$ cat config.mk
export PLATFORM = sky130hd
export DESIGN_NAME = ev_session_table
export DESIGN_NICKNAME = d
export VERILOG_FILES = /design/src/rtl/session_pkg.sv /design/src/rtl/session_slot.sv /design/src/rtl/ev_session_table.sv
export SDC_FILE = /design/constraint.sdc
export NUM_CORES = 2
export LEC_CHECK = 0
export CAP_MARGIN = 5
export CORE_ASPECT_RATIO = 2
export CORE_UTILIZATION = 34
export CTS_CLUSTER_SIZE = 30
export DETAILED_ROUTE_END_ITERATION = 10
export GPL_TIMING_DRIVEN = 0
export PLACE_DENSITY = 0.47
export SLEW_MARGIN = 20
export SYNTH_ARGS = -nofsm -noshare
export SYNTH_HDL_FRONTEND = slang
export SYNTH_SLANG_ARGS = --single-unit
$ cat constraint.sdc
create_clock -name clk -period 5.1 [get_ports clk]
set_clock_uncertainty 0.1 [all_clocks]
set_input_delay 1.02 -clock clk [delete_from_list [all_inputs] [get_ports clk]]
set_output_delay 1.02 -clock clk [all_outputs]
set_load 0.1 [all_outputs]
$ cat src/rtl/session_pkg.sv
// Shared types for the EV session store: FSM states, slot record and the
// token/key proof tag that the authentication side also computes.
package session_pkg;

    localparam int unsigned SESSION_LIFE_W = 16;
    localparam int unsigned SESSION_DATA_W = 64;

    typedef enum logic [1:0] {
        IDLE      = 2'd0,
        OPEN_SCAN = 2'd1,
        REQ_SCAN  = 2'd2,
        RESP      = 2'd3
    } sess_state_e;

    typedef struct packed {
        logic                      valid;
        logic [SESSION_DATA_W-1:0] psid;
        logic [SESSION_DATA_W-1:0] tk;
        logic [SESSION_DATA_W-1:0] key;
        logic [SESSION_LIFE_W-1:0] life;
    } session_slot_t;

    function automatic logic [SESSION_DATA_W-1:0] session_tag(
        input logic [SESSION_DATA_W-1:0] tk,
        input logic [SESSION_DATA_W-1:0] key
    );
        return tk ^ key;
    endfunction

endpackage

$ cat src/rtl/session_slot.sv
// One session slot: credential registers, tick-driven lifetime and a
// one-cycle expiry pulse. A write on a tick edge takes priority.
module session_slot
    import session_pkg::*;
#(
    parameter int unsigned T_VALID = 60
) (
    input  logic                      clk,
    input  logic                      rst,
    input  logic                      wr_en,
    input  logic [SESSION_DATA_W-1:0] wr_psid,
    input  logic [SESSION_DATA_W-1:0] wr_tk,
    input  logic [SESSION_DATA_W-1:0] wr_key,
    input  logic                      tick,
    output session_slot_t             slot,
    output logic                      expire,
    output logic                      expiring_c
);

    localparam logic [SESSION_LIFE_W-1:0] LIFE_INIT = SESSION_LIFE_W'(T_VALID);
    localparam logic [SESSION_LIFE_W-1:0] LIFE_ONE  = SESSION_LIFE_W'(1);

    // High on the cycle whose closing edge invalidates this slot.
    assign expiring_c = slot.valid && tick && (slot.life == LIFE_ONE);

    always_ff @(posedge clk or negedge rst) begin
        if (!rst) begin
            slot   <= '0;
            expire <= 1'b0;
        end else begin
            expire <= 1'b0;
            if (wr_en) begin
                slot.valid <= 1'b1;
                slot.psid  <= wr_psid;
                slot.tk    <= wr_tk;
                slot.key   <= wr_key;
                slot.life  <= LIFE_INIT;
            end else if (tick && slot.valid && (slot.life != '0)) begin
                slot.life <= slot.life - LIFE_ONE;
                if (expiring_c) begin
                    slot.valid <= 1'b0;
                    expire     <= 1'b1;
                end
            end
        end
    end

endmodule

$ cat src/rtl/ev_session_table.sv
// Session-credential table: stores sessions after authentication, answers
// charge-authorisation lookups with a fixed-latency full scan, ages sessions.
module ev_session_table
    import session_pkg::*;
#(
    parameter int unsigned DEPTH   = 4,
    parameter int unsigned T_VALID = 60
) (
    input  logic                       clk,
    input  logic                       rst,
    input  logic                       open_valid,
    output logic                       open_ready,
    input  logic [63:0]                open_psid,
    input  logic [63:0]                open_tk,
    input  logic [63:0]                open_key,
    output logic                       open_done,
    output logic                       open_ok,
    output logic [$clog2(DEPTH)-1:0]   open_slot,
    input  logic                       req_valid,
    output logic                       req_ready,
    input  logic [63:0]                req_psid,
    input  logic [63:0]                req_tag,
    output logic                       resp_valid,
    output logic                       resp_grant,
    output logic [$clog2(DEPTH)-1:0]   resp_slot,
    input  logic                       tick,
    output logic [DEPTH-1:0]           expire_mask,
    output logic [$clog2(DEPTH):0]     active_count
);

    localparam int unsigned IDX_W = $clog2(DEPTH);
    localparam int unsigned CNT_W = IDX_W + 1;
    localparam int unsigned LAST  = DEPTH - 1;

    sess_state_e               state;
    logic                      rdy_q;
    logic [IDX_W-1:0]          scan_idx;
    logic [SESSION_DATA_W-1:0] cap_psid;
    logic [SESSION_DATA_W-1:0] cap_tk;
    logic [SESSION_DATA_W-1:0] cap_key;
    logic                      found_q;
    logic [IDX_W-1:0]          found_idx_q;
    logic                      grant_q;
    logic                      free_q;
    logic [IDX_W-1:0]          free_idx_q;

    session_slot_t             slots [DEPTH];
    logic [DEPTH-1:0]          expiring;
    logic [DEPTH-1:0]          wr_en_c;

    session_slot_t             cur;
    logic                      last_c;
    logic                      hit_c;
    logic                      found_c;
    logic [IDX_W-1:0]          found_idx_c;
    logic                      grant_c;
    logic                      free_c;
    logic [IDX_W-1:0]          free_idx_c;
    logic [CNT_W-1:0]          cnt_c;

    for (genvar gi = 0; gi < DEPTH; gi++) begin : g_slot
        session_slot #(.T_VALID(T_VALID)) u_slot (
            .clk        (clk),
            .rst        (rst),
            .wr_en      (wr_en_c[gi]),
            .wr_psid    (cap_psid),
            .wr_tk      (cap_tk),
            .wr_key     (cap_key),
            .tick       (tick),
            .slot       (slots[gi]),
            .expire     (expire_mask[gi]),
            .expiring_c (expiring[gi])
        );
    end

    assign open_ready = rdy_q;
    assign req_ready  = rdy_q && !open_valid;

    // Running scan results; the *_q copies hold what earlier slots produced.
    always_comb begin
        cur         = slots[scan_idx];
        last_c      = (scan_idx == IDX_W'(LAST));
        hit_c       = cur.valid && (cur.psid == cap_psid);
        found_c     = found_q || hit_c;
        found_idx_c = found_q ? found_idx_q : scan_idx;
        grant_c     = found_q ? grant_q
                              : (hit_c && (session_tag(cur.tk, cur.key) == cap_tk)
                                 && !expiring[scan_idx]);
        free_c      = free_q || !cur.valid;
        free_idx_c  = free_q ? free_idx_q : scan_idx;
        wr_en_c     = '0;
        if ((state == OPEN_SCAN) && last_c) begin
            if (found_c) begin
                wr_en_c[found_idx_c] = 1'b1;
            end else if (free_c) begin
                wr_en_c[free_idx_c] = 1'b1;
            end
        end
    end

    always_comb begin
        cnt_c = '0;
        for (int i = 0; i < DEPTH; i++) begin
            cnt_c = cnt_c + CNT_W'(slots[i].valid);
        end
    end

    always_ff @(posedge clk or negedge rst) begin
        if (!rst) begin
            state        <= IDLE;
            rdy_q        <= 1'b0;
            scan_idx     <= '0;
            cap_psid     <= '0;
            cap_tk       <= '0;
            cap_key      <= '0;
            found_q      <= 1'b0;
            found_idx_q  <= '0;
            grant_q      <= 1'b0;
            free_q       <= 1'b0;
            free_idx_q   <= '0;
            open_done    <= 1'b0;
            open_ok      <= 1'b0;
            open_slot    <= '0;
            resp_valid   <= 1'b0;
            resp_grant   <= 1'b0;
            resp_slot    <= '0;
            active_count <= '0;
        end else begin
            open_done    <= 1'b0;
            open_ok      <= 1'b0;
            open_slot    <= '0;
            resp_valid   <= 1'b0;
            resp_grant   <= 1'b0;
            resp_slot    <= '0;
            active_count <= cnt_c;
            case (state)
                IDLE: begin
                    rdy_q       <= 1'b1;
                    scan_idx    <= '0;
                    found_q     <= 1'b0;
                    found_idx_q <= '0;
                    grant_q     <= 1'b0;
                    free_q      <= 1'b0;
                    free_idx_q  <= '0;
                    if (rdy_q && open_valid) begin
                        state    <= OPEN_SCAN;
                        rdy_q    <= 1'b0;
                        cap_psid <= open_psid;
                        cap_tk   <= open_tk;
                        cap_key  <= open_key;
                    end else if (rdy_q && req_valid) begin
                        state    <= REQ_SCAN;
                        rdy_q    <= 1'b0;
                        cap_psid <= req_psid;
                        cap_tk   <= req_tag;
                    end
                end
                OPEN_SCAN, REQ_SCAN: begin
                    found_q     <= found_c;
                    found_idx_q <= found_idx_c;
                    grant_q     <= grant_c;
                    free_q      <= free_c;
                    free_idx_q  <= free_idx_c;
                    scan_idx    <= scan_idx + IDX_W'(1);
                    if (last_c) begin
                        state <= RESP;
                        if (state == OPEN_SCAN) begin
                            open_done <= 1'b1;
                            open_ok   <= found_c || free_c;
                            open_slot <= found_c ? found_idx_c
                                                 : (free_c ? free_idx_c : '0);
                        end else begin
                            resp_valid <= 1'b1;
                            resp_grant <= grant_c;
                            resp_slot  <= found_c ? found_idx_c : '0;
                        end
                    end
                end
                RESP: begin
                    state <= IDLE;
                    rdy_q <= 1'b1;
                end
                default: state <= IDLE;
            endcase
        end
    end

endmodule

==> results.txt <==
status: complete, but fails checks
failing checks: setup timing
Via density: 5.14
Global Route Usage Sum: 0.223
Syn Std Cell Area: 48600 sq um
nets@finish: 4263
fin util: 0.413
area grow syn2layout: 20.8%
Hold Buf Count CTS: 0
kind of critical path: reg -> reg
Critical Path Fanout Max: 10
GPL Wtd Cong: 0.876
multi-input logic area: 21100 sq um
syn avg cell area: 14.0 sq um
clock tree buffer depth: 3
initial core utilization: 0.342
synth unique cells: 69
setup TNS: -480 ps
Mapped Cells: 3462
sequential cell area: 26400 sq um
row cnt: 196
first-pass GRT wire length: 233 mm
Slew Viols, Final: 0
most frequent cells in the layout: dfrtp_1 (1055), mux2_2 (819), clkdlybuf4s50_1 (340)
vias in the first global route: 32400
Setup Viol. Count Final: 52
die width: 269 um
Core Box Area: 142000 sq um
Slew HR: 0.322
final worst slack: -29.6 ps
Seq/Total Area, Yosys: 0.543
Die Y: 537 um
VDD IR-drop max: 259 uV
Die Footprint: 145000 sq um
Tmin final: 5130 ps
Worst-path clk slew: 70 ps
syn_nets: 3808
number of port buffers: 341
largest net degree at the start of global routing: 142
PD cells: 531 nW/um^2
Post-synth top flop: dfrtp_1
CTS tree: yes
most common cell after layout, fill and taps aside: dfrtp_1
Synth Register Bits: 1055
Root Buffer: clkbuf_16
initial antenna violation count: 7
Critical Path End Type: flip-flop
Fillers: 13500
Via Count: 30200
ys async rst share: 1.00
DRC: 0
Worst EP required: 5570 ps
post-route antenna net violation count: 0
WL/cell: 27.2 um
I/O Pins: 342
CTS H-tree lvls: 3
initial DRC count: 1552
Hold Fails Final Rpt: 0
Remaining Overflow, GRT: 0
Ys Warns: 0
Sinks on Clock Net: 1055
Lkg Pwr: 27.1 nW
max cap viols: 0
total CTS buffers: 102
WP data arrival: 5600 ps
maximum clock frequency: 0.195 GHz
Startpoint Class: flip-flop
fraction of layout cells with a size suffix above 1: 0.334
worst hold path type: in -> async
dpl hpwl: 118 mm
drt pass-1 iters: 6
EDFF count, synth: 0
RSZ-0062 raised after global routing: false
period utilization: 1.01
final wirelength: 160 mm
Worst Tran Pin Value: 1020 ps
clock latency on the worst-skew pair: 720 ps
## per-layer routing
| metal | share of wire | up-vias | routed length (um) | GRT usage |
|---|---|---|---|---|
| met4 | 0.039 | 0 | 6280 | 0.0865 |
| met5 | 0 | - | 0 | 0 |
| li1 | - | 13400 | - | - |
| met3 | 0.027 | 187 | 4310 | 0.0217 |
| met1 | 0.38 | 16000 | 60500 | 0.249 |
| met2 | 0.56 | 690 | 88800 | 0.429 |
## path summary, 6_finish.rpt
kind | depth (start not counted) | slack (ps) | start | end
worst max-delay path | 13 | -30 | scan_idx[0] | g_slot[1].u_slot.slot[190]
worst min-delay path | 1 | 130 | rst | g_slot[1].u_slot.slot[158]
worst max register to register | 13 | -30 | scan_idx[0] | g_slot[1].u_slot.slot[190]
worst min register to register | 1 | 390 | g_slot[0].u_slot.slot[81] | g_slot[0].u_slot.slot[81]
max in group asynchronous | 3 | 2890 | rst | cap_key[17]
min in group clk | 1 | 390 | g_slot[0].u_slot.slot[81] | g_slot[0].u_slot.slot[81]
## cell families (layout without fill, tap and decap cells)
kind of cell	Yosys count	after routing	synth area share
other cells	0	2	0
compound gates	269	269	0.0338
xor+xnor	250	250	0.0450
simple gates	452	452	0.0437
mux	1165	1165	0.299
flops	1055	1055	0.543
fa+ha+maj	21	21	0.00556
buf+inv	250	790	0.0299
## repair_timing
item                                   in CTS  in global routing
endpoints found under the hold margin       0                  0
resized for setup                         131                  5
pin swaps                                   8                  0
setup endpoints to repair                 848                281
buffers inserted                            2                  0
## cell type report
type | count | share of cell area
multi-input cells | 2157 | 0.359
clock buffers | 146 | 0.0504
diodes | 2 | 0.0000852
plain buffers | 217 | 0.0279
clock inverters | 43 | 0.00792
repair buffers | 352 | 0.0627
well taps | 1881 | 0.0401
flip-flops and latches | 1055 | 0.449
inverters | 32 | 0.00204
## sequential cells by signal (all words and copies together), names as in the netlist, 2 cells and up
name                  count
g_slot.u_slot.slot      836
resp_slot                 2
active_count              3
state                     2
scan_idx                  2
cap_psid                 64
cap_key                  64
g_slot.u_slot.expire      4
found_idx_q               2
free_idx_q                2
open_slot                 2
cap_tk                   64
## report_power, final
group	switching [W]	internal, W	leakage [nW]	total, W
Sequential	0.00212	0.0105	14.2	0.0126
Clock	0.00352	0.00441	1.70	0.00794
Combinational	0.00609	0.00452	11.1	0.0106
## critical path, stage by stage (launching register included)
cell	delay, ps
dfrtp_1	390
buf_12	200
buf_16	220
mux4_2	580
xnor2_4	470
nand4_1	520
or4_4	590
nor4_4	260
buf_4	210
mux2_2	370
o22ai_4	230
buf_12	230
buf_6	210
mux2_2	350
## cells in the mapped netlist, drive strengths merged, types with 7 or more instances
cell type,instances,area (sq um)
mux4,147,3310
ha,20,250
xnor2,157,1380
a21oi,10,50.1
nand2,197,739
nor3,44,220
nor2,75,282
inv,32,120
mux2i,175,1750
buf,145,1060
nand2b,13,81.3
o21ai,160,805
or4,11,82.6
mux2,843,9490
nand4,22,138
o22ai,18,119
nand3,17,85.1
a221oi,10,87.6
nor4,21,146
xor2,93,815
and2,14,87.6
or3,11,68.8
clkbuf,73,277
dfrtp,1055,26400
a211oi,9,67.6
and3,8,50.1
a22oi,7,52.6
## stage by stage
stage | cell area [sq um] | hold WS [ps] | cells | power, W | setup WS [ps]
final | 58700 | 126 | 5885 | 0.0312 | -29.6
after CTS | 58700 | 102 | 5884 | 0.0317 | 13.8
after detailed placement | 54700 | 374 | 5693 | 0.0232 | -1800
after global routing | 58700 | 131 | 5884 | 0.0327 | 0.378
after floorplan | 48600 | 353 | 3462 | 0.0182 | 986
after global placement | 54400 | 363 | 5684 | 0.0231 | -47980
(Power assumes the default switching activity.)
